===== src/rtl/ts_os_gen.sv =====
// rtl/ts_os_gen.sv - TS1/TS2 training ordered-set generator for the LTSSM transmit path.
// Optional feature: define TS_LANE_REV_EN to add the lane_rev input (reversed lane numbering).
module ts_os_gen #(
    parameter int LANE_NUM = 4,
    parameter int CNT_W    = 16
) (
    input  logic                  clk,
    input  logic                  rst,
    input  logic                  ts_start,
    input  logic                  ts_stop,
    input  logic                  ts_type,
    input  logic [CNT_W-1:0]      ts_count,
    input  logic [7:0]            link_num,
    input  logic [7:0]            lane_base,
    input  logic                  pad_link,
    input  logic                  pad_lane,
    input  logic [7:0]            n_fts,
    input  logic [7:0]            rate_id,
    input  logic [7:0]            train_ctl,
`ifdef TS_LANE_REV_EN
    input  logic                  lane_rev,
`endif
    output logic [8*LANE_NUM-1:0] tx_sym,
    output logic [LANE_NUM-1:0]   tx_k,
    output logic                  tx_valid,
    output logic                  os_first,
    output logic                  ts_busy,
    output logic                  ts_done,
    output logic [CNT_W-1:0]      os_sent
);

    localparam logic [0:0] S_IDLE = 1'b0;
    localparam logic [0:0] S_SEND = 1'b1;

    localparam logic [7:0] SYM_COM = 8'hBC;
    localparam logic [7:0] SYM_PAD = 8'hF7;
    localparam logic [7:0] ID_TS1  = 8'h4A;
    localparam logic [7:0] ID_TS2  = 8'h45;

    logic [0:0]       state;
    logic [3:0]       idx;
    logic             first_q;
    logic             stop_pend;
    logic             type_q;
    logic [CNT_W-1:0] count_q;

    logic [7:0]       link_q;
    logic [7:0]       base_q;
    logic [7:0]       nfts_q;
    logic [7:0]       rate_q;
    logic [7:0]       tctl_q;
    logic             pad_link_q;
    logic             pad_lane_q;
    logic             rev_q;
    logic             rev_in;

`ifdef TS_LANE_REV_EN
    assign rev_in = lane_rev;
`else
    assign rev_in = 1'b0;
`endif

    // idx is the symbol emitted at the next edge; idx==0 after the first OS marks an OS boundary
    logic at_bound;
    logic os_end;
    logic snap;

    assign at_bound = (state == S_SEND) && (idx == 4'd0) && !first_q;
    assign os_end   = at_bound &&
                      (((count_q != '0) && (os_sent == count_q)) || stop_pend || ts_stop);
    assign snap     = ((state == S_IDLE) && ts_start) || (at_bound && !os_end);

    logic [8*LANE_NUM-1:0] sym_d;
    logic [LANE_NUM-1:0]   k_d;

    always_comb begin
        sym_d = '0;
        k_d   = '0;
        for (int i = 0; i < LANE_NUM; i++) begin
            case (idx)
                4'd0: begin
                    sym_d[8*i +: 8] = SYM_COM;
                    k_d[i]          = 1'b1;
                end
                4'd1: begin
                    sym_d[8*i +: 8] = pad_link_q ? SYM_PAD : link_q;
                    k_d[i]          = pad_link_q;
                end
                4'd2: begin
                    if (pad_lane_q) begin
                        sym_d[8*i +: 8] = SYM_PAD;
                        k_d[i]          = 1'b1;
                    end else if (rev_q) begin
                        sym_d[8*i +: 8] = base_q + 8'(LANE_NUM - 1 - i);
                    end else begin
                        sym_d[8*i +: 8] = base_q + 8'(i);
                    end
                end
                4'd3:    sym_d[8*i +: 8] = nfts_q;
                4'd4:    sym_d[8*i +: 8] = rate_q;
                4'd5:    sym_d[8*i +: 8] = tctl_q;
                default: sym_d[8*i +: 8] = type_q ? ID_TS2 : ID_TS1;
            endcase
        end
    end

    // Field snapshot: taken at ts_start and again at each later OS boundary
    always_ff @(posedge clk or posedge rst) begin
        if (rst) begin
            link_q     <= '0;
            base_q     <= '0;
            nfts_q     <= '0;
            rate_q     <= '0;
            tctl_q     <= '0;
            pad_link_q <= 1'b0;
            pad_lane_q <= 1'b0;
            rev_q      <= 1'b0;
        end else if (snap) begin
            link_q     <= link_num;
            base_q     <= lane_base;
            nfts_q     <= n_fts;
            rate_q     <= rate_id;
            tctl_q     <= train_ctl;
            pad_link_q <= pad_link;
            pad_lane_q <= pad_lane;
            rev_q      <= rev_in;
        end
    end

    always_ff @(posedge clk or posedge rst) begin
        if (rst) begin
            state     <= S_IDLE;
            idx       <= '0;
            first_q   <= 1'b0;
            stop_pend <= 1'b0;
            type_q    <= 1'b0;
            count_q   <= '0;
            tx_sym    <= '0;
            tx_k      <= '0;
            tx_valid  <= 1'b0;
            os_first  <= 1'b0;
            ts_busy   <= 1'b0;
            ts_done   <= 1'b0;
            os_sent   <= '0;
        end else begin
            ts_done <= 1'b0;
            if (state == S_IDLE) begin
                tx_sym   <= '0;
                tx_k     <= '0;
                tx_valid <= 1'b0;
                os_first <= 1'b0;
                if (ts_start) begin
                    state     <= S_SEND;
                    ts_busy   <= 1'b1;
                    type_q    <= ts_type;
                    count_q   <= ts_count;
                    os_sent   <= '0;
                    idx       <= '0;
                    first_q   <= 1'b1;
                    stop_pend <= ts_stop;
                end
            end else if (os_end) begin
                state     <= S_IDLE;
                ts_busy   <= 1'b0;
                ts_done   <= 1'b1;
                stop_pend <= 1'b0;
                tx_sym    <= '0;
                tx_k      <= '0;
                tx_valid  <= 1'b0;
                os_first  <= 1'b0;
            end else begin
                tx_sym   <= sym_d;
                tx_k     <= k_d;
                tx_valid <= 1'b1;
                os_first <= (idx == 4'd0);
                first_q  <= 1'b0;
                idx      <= idx + 4'd1;
                if (idx == 4'd15)
                    os_sent <= os_sent + 1'b1;
                if (ts_stop)
                    stop_pend <= 1'b1;
            end
        end
    end

endmodule


===== config.mk =====
export PLATFORM = sky130hd
export DESIGN_NAME = ts_os_gen
export DESIGN_NICKNAME = d
export VERILOG_FILES = /design/src/rtl/ts_os_gen.sv
export SDC_FILE = /design/constraint.sdc
export NUM_CORES = 1
export LEC_CHECK = 0
export CAP_MARGIN = 20
export CORE_ASPECT_RATIO = 0.75
export CORE_UTILIZATION = 56
export DETAILED_ROUTE_END_ITERATION = 6
export GPL_ROUTABILITY_DRIVEN = 0
export GPL_TIMING_DRIVEN = 0
export PLACE_DENSITY = 0.86
export SETUP_SLACK_MARGIN = 0.1
export SKIP_LAST_GASP = 1
export SLEW_MARGIN = 5
export SYNTH_ARGS = -nofsm -noshare
export SYNTH_HDL_FRONTEND = slang
export SYNTH_SLANG_ARGS = --single-unit

===== constraint.sdc =====
create_clock -name clk -period 6.55 [get_ports clk]
set_input_delay 1.6375 -clock clk [delete_from_list [all_inputs] [get_ports clk]]
set_output_delay 1.6375 -clock clk [all_outputs]
set_load 0.1 [all_outputs]

# == After elaboration in Yosys (flattened, before gate mapping) ==
# Cells that the tools add are included.
# op_classes
n_bitwise,1
mux,40
n_eq_ne,11
n_addsub,5
n_reduce_logical,19
# ops
operator,count
8-bit one-hot mux with 6 select lines,4
16-bit two-way mux,4
32-bit two-way mux,2
8-bit two-way mux,5
4-bit two-way mux,6
1-bit two-way mux,18
"16-bit by 1-bit adder with 16-bit output, second input constant",1
"8-bit by 2-bit adder with 8-bit output, second input constant",2
16-bit == test,1
16-bit nonzero test,1
"8-bit by 1-bit adder with 8-bit output, second input constant",1
"4-bit by 2-bit == test with 1-bit output, second input constant",2
"4-bit by 3-bit == test with 1-bit output, second input constant",2
2-bit AND reduction,4
1-bit logical AND,6
"4-bit by 1-bit adder with 4-bit output, second input constant",1
"4-bit by 1-bit == test with 1-bit output, second input constant",1
"4-bit == test, second input constant",1
4-bit zero test,1
"2-bit by 1-bit inequality test with 1-bit output, second input constant",2
1-bit logical OR,3
"3-bit by 2-bit inequality test with 1-bit output, second input constant",1
1-bit one-hot mux with 3 select lines,1
3-bit AND reduction,1
other kinds (4),5
# word_totals
out_inout_bits,56
word_cells,96
reg_bits,122
in_bits,63

# == Longest topological paths before layout ==
# logic_depth
ltp_word,8
mapped_depth,9
mapped_depth_nobuf,8

# == Worst setup path before layout ==
# OpenSTA, ideal clock, no wires.
# synth_path
kind,reg2out
startpoint,"register, netlist name tx_k[2]"
endpoint,output tx_k[1]
path_stages_with_launch,2
arrival_ps,1357
path_slack_ps,3555
path_cell_list,dfrtp_1 > buf_4
# synth_lines
item,line_no,source
"end, declared",24,"output logic [LANE_NUM-1:0] tx_k,"

# == Final worst setup path ==
# layout_path
startpoint,register os_sent[9]
endpoint,output os_sent[9]
# layout_lines
item,line_no,source
"start, declared",29,output logic [CNT_W-1:0] os_sent
"start signal, assigned",179,os_sent <= os_sent + 1'b1;
# No word-level cell between the ends.

==> flow_summary.ini <==
[synth]
syn-instance-count = 522
syn_nets = 595
synth_most_common_cell = dfrtp_1
synth-seq-cells = 117
synth-async-reset-ratio = 1.00
synthFlopType = dfrtp_1
seq_area_frac_synth = 0.510
synth_top_cells_by_count = 117 x dfrtp_1, 50 x mux2_2, 42 x nand2_1, 41 x a21oi_1, 29 x nor2_1
synth_area_um2 = 5740
yosys.area.top_type_share = 0.510
yosysWarnings = 0
synth_area_leader_cell = dfrtp_1
synth-edff-count = 0
syn_area_per_cell_um2 = 11.0
synth.distinct_cells = 50
synth_area_leaders = dfrtp_1 51%, mux2_2 9.8%, xor2_1 3.7%

[worst_setup_path]
cp_top_family = buffers and inverters
cp-end-kind = output port
startpoint_type = flip-flop
cp_cell_sequence = clkdlybuf4s50_1
path_max_fanout = 8
worst_r2r_path_depth = 9
worstSetupStartpoint = os_sent[9]$_DFFE_PP0P_
cp.required_ns = 4.91
crit_buf_inv = 1
crit_path_max_incr_delay_ns = 1.21
r2r_setup_slack_ns = 3.75
cp_slowest_cell = clkdlybuf4s50_1
path_class = reg2out
crit_arrival_ns = 2.17
regToRegStartpoint = idx[0]$_DFFE_PP0P_
r2r-end = tx_sym[12]$_DFF_PP0_

[clock_tree]
cts_buffer_depth = 2
cts.sinks = 117
cts_setup_buffers = 0
h-tree-depth = 4
cts_hold_buf = 0
cts_tree = built
clk_latency_ns = 0.42
root_buffer = clkbuf_16
clk_pin_slew_ns = 0.05
numCtsBuffers = 17
cts_resized = 0

[sta]
period_share = 0.582
worst_slack_ns = 2.74
hold_viol_final = 0
rsz0062_at_grt = no
timing.final.crit_period_ns = 3.81
fmaxAchievable_ghz = 0.262
slew_headroom = 0.330
final_max_slew_viol_count = 0
fin_skew_ns = 0.0109
finalSetupTns_ns = 0
finalSetupViolations = 0
hold_ws_ns = 0.518
tightest_slew_ns = 1.00

[placed_design]
portBuffers = 118
dp_hpwl_um = 10600
place_ws_ns = 2.76

[routing]
wirelength_um = 15700
wl_per_cell_um = 19.5
antenna_left = 0
drt-pass1-iter-count = 5
drt_iter0_markers = 451
drc = 0
post_drt_via_cell_ratio = 6.00
vias = 4829

[global_routing]
grt_overflow = 0
grt_use_total = 0.315
grt_max_degree = 86
grt_pass1_vias = 4811
grt_antenna_before_repair = 0
grt_pass1_wl_um = 25700

[finish]
syn_to_final_growth_pct = 35.5
diodes = 0
fin_nets = 733
drive_gt1_frac = 0.172
fill_cells = 582

[die]
rows = 31
die_w_um = 119
dieArea_um2 = 10700
coreArea_um2 = 9810
floorplan.initialDensity = 0.585
io_pins = 119
dieHeight_um = 89.7

[run]
maxCapViolations = 0

[min_path]
holdCritPathClass = reg2reg
worstHoldStart = rate_q[4]$_DFFE_PP0P_
hold_depth = 1
hold_end = rate_q[4]$_DFFE_PP0P_

[run_status]
status = completed
routing by layer:
metal,vias up,routed length [um],share of wire,global-route usage
met3,51,1460,0.093,0.0787
met5,-,0,0,0
met2,302,7260,0.46,0.482
met1,2355,6560,0.42,0.428
li1,2121,-,-,-
met4,0,396,0.025,0.133
cell type report:
cell class	count	area, um^2	area share
multi-input combinational	357	2570	0.330
inverter	15	61.3	0.00788
buffer	33	191	0.0246
tap	132	165	0.0212
clock buffer	20	457	0.0587
sequential	117	2930	0.376
clock inverter	12	201	0.0259
timing repair buffer	119	1210	0.155
through the flow:
step	utilization	instance area, um^2	cells
after floorplan	-	5740	522
after global placement	0.723	7090	772
after detailed placement	0.726	7120	773
after CTS	0.793	7780	805
after global routing	0.793	7780	805
final	0.793	7780	805
layout by cell type (no fill, tap or decap), drive strengths merged, types with 13 or more instances in the layout:
cell type	synthesis	final
dfrtp	117	117
clkdlybuf4s50	0	118
nor2	30	30
o21ai	30	30
a21oi	41	41
nand2	42	42
buf	15	16
mux2	60	60
inv	15	15
clkbuf	18	38
nand3	13	13
xor2	24	24
logic make-up (layout without fill, tap and decap cells):
kind of cell	count (synthesis)	in the layout	synth area share
xor gates and xnor gates	33	33	0.0503
adders and majority gates	10	10	0.0218
AOI/OAI and AO/OA	109	109	0.122
buffers and inverters	48	199	0.0431
DFF	117	117	0.510
muxes	66	66	0.135
and+or+nand+nor	139	139	0.118
registers in the layout, summed over array words and instances (netlist names), 4 cells and up:
signal,flops
tx_sym,30
base_q,8
tctl_q,8
os_sent,16
nfts_q,8
rate_q,8
link_q,8
idx,4
count_q,16
worst max path at each step:
| stage | to | cells after the start |
|---|---|---|
| finish | os_sent[9] | 1 |
| global route | os_sent[5] | 1 |
| CTS | os_sent[9] | 1 |
| detailed placement | count_q[4]$_DFFE_PP0P_ | 5 |
| global placement | tctl_q[3]$_DFFE_PP0P_ | 2 |
| floorplan | base_q[0]$_DFFE_PP0P_ | 1 |
Power is not shown: default switching activity piles up to over one toggle a cycle in this logic, so the estimate is an artifact.
